`config.mk`:
```
export PLATFORM = sky130hd
export DESIGN_NAME = mipi_tx_frame_scheduler
export DESIGN_NICKNAME = d
export VERILOG_FILES = /design/src/rtl/mipi_tx_frame_scheduler.sv
export SDC_FILE = /design/constraint.sdc
export NUM_CORES = 1
export LEC_CHECK = 0
export CAP_MARGIN = 20
export CORE_MARGIN = 5
export CORE_UTILIZATION = 52
export CTS_CLUSTER_SIZE = 14
export DETAILED_ROUTE_END_ITERATION = 12
export GPL_TIMING_DRIVEN = 0
export PLACE_DENSITY = 0.77
export SYNTH_ARGS = -nofsm -noshare
export SYNTH_HDL_FRONTEND = slang
export SYNTH_SLANG_ARGS = --single-unit
```
`constraint.sdc`:
```
create_clock -name CLK_tx -period 1.7 [get_ports CLK_tx]
set_input_delay 0.34 -clock CLK_tx [delete_from_list [all_inputs] [get_ports CLK_tx]]
set_output_delay 0.34 -clock CLK_tx [all_outputs]
set_load 0.02 [all_outputs]
```
`src/rtl/mipi_tx_frame_scheduler.sv`:
```
// mipi_tx_frame_scheduler: CSI-2 TX frame/line sequencer issuing FS, line and FE packet commands.
// Define LINE_SYNC_EN to wrap each line's long packet with LS/LE short packets.
module mipi_tx_frame_scheduler #(
   parameter logic [11:0] V_ACTIVE     = 12'd2688,
   parameter logic [15:0] H_TOTAL      = 16'd1400,
   parameter logic [19:0] V_BLANK_CLKS = 20'd20000,
   parameter logic [15:0] LINE_WC      = 16'd3240,
   parameter logic [5:0]  DATA_TYPE    = 6'h2B
)(
   input  logic        CLK_tx,
   input  logic        RSTn,
   input  logic        enable,
   output logic        vsync_o,
   output logic        hsync_o,
   output logic        frame_start_o,
   output logic        pkt_valid,
   output logic [5:0]  pkt_dt,
   output logic [15:0] pkt_wc,
   input  logic        pkt_ready,
   output logic [15:0] frame_cnt,
   output logic        busy,
   output logic        late_err
);
   localparam logic [2:0] S_IDLE = 3'd0, S_FS = 3'd1, S_LSTART = 3'd2, S_CMD = 3'd3,
                          S_WAIT = 3'd4, S_FE = 3'd5, S_VB = 3'd6;
   localparam logic [1:0] CMD_LS = 2'd0, CMD_DATA = 2'd1, CMD_LE = 2'd2;
`ifdef LINE_SYNC_EN
   localparam logic [1:0] FIRST_CMD = CMD_LS, LAST_CMD = CMD_LE;
`else
   localparam logic [1:0] FIRST_CMD = CMD_DATA, LAST_CMD = CMD_DATA;
`endif
   logic [2:0]  state_q, state_d;
   logic [1:0]  cmd_q, cmd_d;
   logic [15:0] h_cnt_q, h_cnt_d;
   logic [11:0] line_cnt_q, line_cnt_d;
   logic [19:0] blank_cnt_q, blank_cnt_d;
   logic [15:0] frame_num_q, frame_num_d;
   logic [15:0] frame_cnt_q, frame_cnt_d;
   logic        vsync_q, vsync_d;
   logic        frame_start_q, frame_start_d;
   logic        late_q, late_d;
   logic        accept, h_end, last_line, blank_end, start, line_done, cmd_last_acc;
   always_comb begin
      accept       = pkt_valid & pkt_ready;
      h_end        = h_cnt_q == H_TOTAL - 16'd1;
      last_line    = line_cnt_q + 12'd1 == V_ACTIVE;
      blank_end    = blank_cnt_q == V_BLANK_CLKS - 20'd2;
      start        = enable & ((state_q == S_IDLE) | (state_q == S_VB & blank_end));
      cmd_last_acc = state_q == S_CMD & accept & cmd_q == LAST_CMD;
      // a late line command jumps straight to the next line once accepted
      line_done    = (state_q == S_WAIT & h_end) | (cmd_last_acc & h_end);
      state_d = state_q;
      case (state_q)
         S_IDLE:   state_d = enable ? S_FS : S_IDLE;
         S_FS:     state_d = accept ? S_LSTART : S_FS;
         S_LSTART: state_d = S_CMD;
         S_CMD:    state_d = line_done ? (last_line ? S_FE : S_LSTART) : cmd_last_acc ? S_WAIT : S_CMD;
         S_WAIT:   state_d = line_done ? (last_line ? S_FE : S_LSTART) : S_WAIT;
         S_FE:     state_d = accept ? S_VB : S_FE;
         S_VB:     state_d = blank_end ? (enable ? S_FS : S_IDLE) : S_VB;
         default:  state_d = S_IDLE;
      endcase
      cmd_d         = state_q == S_LSTART ? FIRST_CMD :
                      (state_q == S_CMD & accept & cmd_q != LAST_CMD) ? cmd_q + 2'd1 : cmd_q;
      h_cnt_d       = state_q == S_LSTART ? 16'd1 :
                      (state_q inside {S_CMD, S_WAIT}) & !h_end ? h_cnt_q + 16'd1 : h_cnt_q;
      line_cnt_d    = state_q == S_FS ? 12'd0 : line_done ? line_cnt_q + 12'd1 : line_cnt_q;
      blank_cnt_d   = state_q == S_VB ? blank_cnt_q + 20'd1 : 20'd0;
      frame_num_d   = start ? frame_num_q + 16'd1 : frame_num_q;
      vsync_d       = start;
      frame_start_d = (state_q == S_FS & accept) | (frame_start_q & !(state_q == S_FE & accept));
      frame_cnt_d   = (state_q == S_FE & accept) ? frame_cnt_q + 16'd1 : frame_cnt_q;
      late_d        = late_q | (state_q == S_CMD & h_end & !accept);
   end
   always_ff @(posedge CLK_tx or negedge RSTn)
      if (!RSTn) begin
         state_q       <= S_IDLE;
         cmd_q         <= CMD_LS;
         h_cnt_q       <= '0;
         line_cnt_q    <= '0;
         blank_cnt_q   <= '0;
         frame_num_q   <= '0;
         frame_cnt_q   <= '0;
         vsync_q       <= 1'b0;
         frame_start_q <= 1'b0;
         late_q        <= 1'b0;
      end else begin
         state_q       <= state_d;
         cmd_q         <= cmd_d;
         h_cnt_q       <= h_cnt_d;
         line_cnt_q    <= line_cnt_d;
         blank_cnt_q   <= blank_cnt_d;
         frame_num_q   <= frame_num_d;
         frame_cnt_q   <= frame_cnt_d;
         vsync_q       <= vsync_d;
         frame_start_q <= frame_start_d;
         late_q        <= late_d;
      end
   always_comb begin
      vsync_o       = vsync_q;
      hsync_o       = state_q == S_LSTART;
      frame_start_o = frame_start_q;
      pkt_valid     = state_q inside {S_FS, S_CMD, S_FE};
      pkt_dt        = state_q == S_FE ? 6'h01 :
                      state_q != S_CMD ? 6'h00 :
                      cmd_q == CMD_LS ? 6'h02 : cmd_q == CMD_LE ? 6'h03 : DATA_TYPE;
      pkt_wc        = state_q inside {S_FS, S_FE} ? frame_num_q :
                      state_q != S_CMD ? 16'd0 :
                      cmd_q == CMD_DATA ? LINE_WC : {4'd0, line_cnt_q + 12'd1};
      frame_cnt     = frame_cnt_q;
      busy          = state_q != S_IDLE;
      late_err      = late_q;
   end
endmodule

```
# ---- After elaboration in Yosys (flattened, before gate mapping)
# Index checks and enable logic that the tools add are counted.
dict set report classes {
  reduce_logical 12
  add_sub_neg 6
  n_mux 23
  n_eq_ne 13
  bitwise_logic 18
}
# op count
set op_table {}
lappend op_table {{16-bit by 1-bit adder with 16-bit output, second input constant} 3}
lappend op_table {{12-bit 2-to-1 mux} 4}
lappend op_table {{16-bit 2-to-1 mux} 3}
lappend op_table {{6-bit 2-to-1 mux} 4}
lappend op_table {{3-bit one-hot mux with 7 select lines} 1}
lappend op_table {{20-bit by 1-bit adder with 20-bit output, second input constant} 1}
lappend op_table {{20-bit by 15-bit == test with 1-bit output, second input constant} 1}
lappend op_table {{20-bit 2-to-1 mux} 1}
lappend op_table {{16-bit by 11-bit == test with 1-bit output, second input constant} 1}
lappend op_table {{3-bit 2-to-1 mux} 5}
lappend op_table {{1-bit bitwise AND} 14}
lappend op_table {{12-bit by 1-bit adder with 12-bit output, second input constant} 1}
lappend op_table {{12-bit == test, second input constant} 1}
lappend op_table {{2-bit nonzero test} 5}
lappend op_table {{3-bit == test, second input constant} 3}
lappend op_table {{2-bit 2-to-1 mux} 4}
lappend op_table {{3-bit by 2-bit == test with 1-bit output, second input constant} 2}
lappend op_table {{3-bit nonzero test} 2}
lappend op_table {{1-bit OR} 4}
lappend op_table {{3-bit by 1-bit == test with 1-bit output, second input constant} 1}
lappend op_table {{1-bit logical NOT} 3}
lappend op_table {{3-bit logical NOT} 1}
lappend op_table {{3-bit by 2-bit != test with 1-bit output, second input constant} 1}
lappend op_table {{2-bit by 1-bit adder with 2-bit output, second input constant} 1}
lappend op_table {{other kinds (5)} 5}
dict set report word_totals {
  ff_bits 88
  input_bits 4
  output_inout_bits 44
  wordCells 82
}

# ---- Depth between registers and ports, before layout
dict set report logic_depth {
  depth_word 9
  mapped_depth 8
  ltp_nobuf 8
}

# ---- Worst setup path after synthesis
# OpenSTA, ideal clock, no wires.
dict set report synth_path {
  path_kind {register to output}
  start {register line_cnt_q[0]}
  end {output port pkt_wc[8]}
  stages_incl_launch_ff 7
  arrival_ps 1754
  path_slack_ps -394
  required_time_ps 1360
  path_buffers 0
  cell_sequence {dfrtp_1 ha_1 nand2_1 nor2_1 and3_1 xnor2_1 o31ai_1}
}
dict set report synth_between {
  elab_chain_cells 4
}
# item line_no
set synth_rtl {}
lappend synth_rtl {{start, declared} 35} ;# logic [11:0] line_cnt_q, line_cnt_d;
lappend synth_rtl {{start signal, assigned} 91} ;# line_cnt_q <= line_cnt_d;
lappend synth_rtl {{12-bit by 1-bit adder with 12-bit output} 109} ;# cmd_q == CMD_DATA ? LINE_WC : {4'd0, line_cnt_q + 12'd1};
lappend synth_rtl {{12-bit 2-to-1 mux} 109}
lappend synth_rtl {{12-bit 2-to-1 mux} 108} ;# state_q != S_CMD ? 16'd0 :
lappend synth_rtl {{16-bit 2-to-1 mux} 107} ;# pkt_wc = state_q inside {S_FS, S_FE} ? frame_num_q :
lappend synth_rtl {{end, declared} 18} ;# output logic [15:0] pkt_wc,
# No other way between the ends.

# ---- Worst setup path after layout
dict set report layout_path {
  start {register line_cnt_q[4]}
  end {output port pkt_wc[7]}
}
# The elaborated chain is that of the path after synthesis.

==> metrics.txt <==
status complete, but fails checks; failing checks setup timing; wire length per cell 22.44 microns; largest net degree at the start of global routing 73; Power Density 493.0 nW/um^2; IO Pins 48; initial antenna violation count 0; CP Capture Type output port; Port-buffer cells 44; Worst IR Drop VDD 486.2 uV; Internal Power 2.807 mW; post-route minimum period 2285 ps; crit path launch type register; share of post-route cells with drive strength above 1 45.65%; Worst Path Max Fanout 3; Net Switching 0.9387 mW; clock transition at the registers of the reported paths 110 ps; max-slew violations 0; xor and xnor area share after synthesis 11.81%; CP arrival 1950 ps; Simple-Gate Fraction of Synth Area 25.82%; Worst Tran Pin Value 584.1 ps; drt drc 0; fraction of synthesized area in multiplexers 0.4412%; CTS Buffer Depth 2; Layout Utilization 83.01%; H-Tree Depth 3; Seq/Total Area, Yosys 45.68%; worst hold path class in2async; GPL Wtd Cong 0.8525; number of vias per cell 6.361; Mapped Avg Cell Area 9.325 sq um; post-route insts no fill 801; number of synthesized flops with an enable pin 0; total CTS buffers 9; post-route ant nets 0; period utilisation layout 134.4%; Mapped Cells 517; Total GRT Usage 25.44%; final worst setup slack -585.4 ps; Area Overhead vs Synth 57.59%; complex-gate fraction of the synthesized area 9.836%; CTS tree yes; vias in the first global route 4671; Area contributors post-synth dfrtp_1 46%, xor2_1 7.1%, xnor2_1 4.7%; power share of the combinational group 1.9%; maximum clock frequency 437.6 MHz; DIE HEIGHT 106.3 microns; first-pass GRT wire length 23030 microns; switching fraction of total power 25.06%; Async SR Flop Fraction 100.0%; Root Driver clkbuf_8; core area 9153 sq um; largest family of logic cells by synthesized area simple AND/OR/NAND/NOR gates; Clk pwr share 42.3%; first drt pass iteration count 5; Placed Cells 674; total gr overflow 0; top_reg_cell synth dfrtp_1; R2R depth 10; Post-Syn Area 4821 sq um; Max transition margin 61.06%; Final setup viols 81; post-detail-place hpwl 7555 microns; Clock Latency Late Sink 380 ps; row count 35; crit path kind reg2out; # nets final 698; CTS Sinks 88; Static Leak 3.643 nW; Max Cap Viol 0; Yosys cell types 57; DRT iter0 DRCs 464; Initial Utilization 52.67%; die area 11300 sq um; Clock Skew 13.71 ps; part of the power in registers 55.8%; chip width 106.3 microns; DR vias 5095; leading area contributor after synthesis dfrtp_1; adder-cell area share of the yosys netlist 2.336%; # diodes 0; Worst EP required 1360 ps; Fin. Hold Viols 0; Yosys Warn Count 0; RSZ-0062 raised after global routing yes; Synth top area share 45.68%; Post-Route WL 17980 microns; register bit total from synthesis 88
## sequential cells by signal, indices dropped and copies added, names as in the netlist
signal         flops
frame_start_o      1
blank_cnt_q       20
frame_num_q       16
vsync_o            1
state_q            3
late_err           1
h_cnt_q           16
frame_cnt         16
cmd_q              2
line_cnt_q        12
## final cells by class
type,count,area (sq um)
tap,111,138.9
buffer,24,249.0
clock buffer,9,123.9
clock inverter,7,77.57
inverter,17,95.09
timing repair buffer,157,1485
multi-input combinational,388,3213
fill,447,1555
sequential,88,2215
## final timing paths
kind,from,slack (ps),to
max,line_cnt_q[4],-590,pkt_wc[7]
min,RSTn,360,frame_cnt[8]
max reg2reg,state_q[2],-450,h_cnt_q[15]
min reg2reg,frame_cnt[15],480,frame_cnt[15]
max in group asynchronous,RSTn,680,blank_cnt_q[6]
min in group CLK_tx,pkt_ready,390,late_err
## logic make-up (layout without fill, tap and decap cells)
| group | count (synthesis) | count (layout) |
|---|---|---|
| other cells | 1 | 2 |
| mux | 2 | 2 |
| buf+inv | 43 | 214 |
| fa+ha+maj | 9 | 9 |
| simple gates | 236 | 237 |
| compound gates | 73 | 73 |
| xor+xnor | 65 | 65 |
| flops | 88 | 88 |
## metrics by stage
stage / area [sq um] / power, mW / TNS, ps / hold slack [ps] / setup WS, ps
2_1_floorplan: 4994 / 2.146 / -1178 / 44.41 / -62.50
4_1_cts: 6888 / 3.721 / -12810 / 309.0 / -444.3
5_1_grt: 7597 / 3.847 / -27500 / 375.9 / -689.8
6_report: 7597 / 3.745 / -20120 / 357.9 / -585.4
3_3_place_gp: 5573 / 2.194 / -281330 / 456.3 / -2878
3_5_place_dp: 5598 / 2.202 / -30870 / 225.1 / -1013
## power by group through the flow
stage	Combinational, mW	Clock, mW	Sequential [mW]
final	0.0712	1.58	2.09
after global routing	0.0809	1.67	2.09
after CTS	0.0711	1.56	2.09
after detailed placement	0.0688	0	2.13
after global placement	0.0604	0	2.13
after floorplan	0.0121	0	2.13
## critical path, cell delays in order (launching register included)
cell and delay (ps):
dfrtp_1 360, clkbuf_8 140, nand4_1 150, buf_4 180
buf_6 110, nor2_4 120, xnor2_1 170, o21ai_2 80
nand2_1 120, buf_6 130
## cell usage in the layout, fill, tap and decap left out, drive strengths merged, types with 10 or more instances in the layout
cell,n
xor2,39
clkbuf,17
and4,10
dfrtp,88
nand4,19
nand3,31
nor2,50
nand2,61
a21oi,13
dlygate4sd2,16
xnor2,26
buf,152
nor3,23
inv,19
a22o,10
o21ai,30
## routing by layer
layer  GRT usage (%)  wire length (microns)  up-vias
met5               0                      0        -
met3           5.647                   1425      130
li1                -                      -     2135
met2           43.12                   8852      376
met4           10.82                   1147        0
met1           31.21                   6551     2454
## cells in the mapped netlist, types with 8 or more instances
library cell,n
nor3_1,21
inv_1,16
a22o_1,10
xnor2_1,26
nand2_1,60
o21ai_0,26
buf_2,10
xor2_1,39
dfrtp_1,88
nand3_1,30
ha_1,9
nand4_1,17
and3_1,8
and2_1,8
a21oi_1,13
nor2_1,50
and4_1,10
clkbuf_1,11
## repair_timing
| item | in CTS | in global routing |
|---|---|---|
| gates cloned | 4 | 1 |
| setup buffers | 75 | 45 |
| endpoints found under the setup margin | 103 | 93 |
| hold buffers | 1 | 0 |
| pin swaps | 61 | 49 |
| endpoints found under the hold margin | 16 | 0 |
| gates resized for setup | 288 | 118 |
Note: power is estimated with default switching activity, not from simulation.
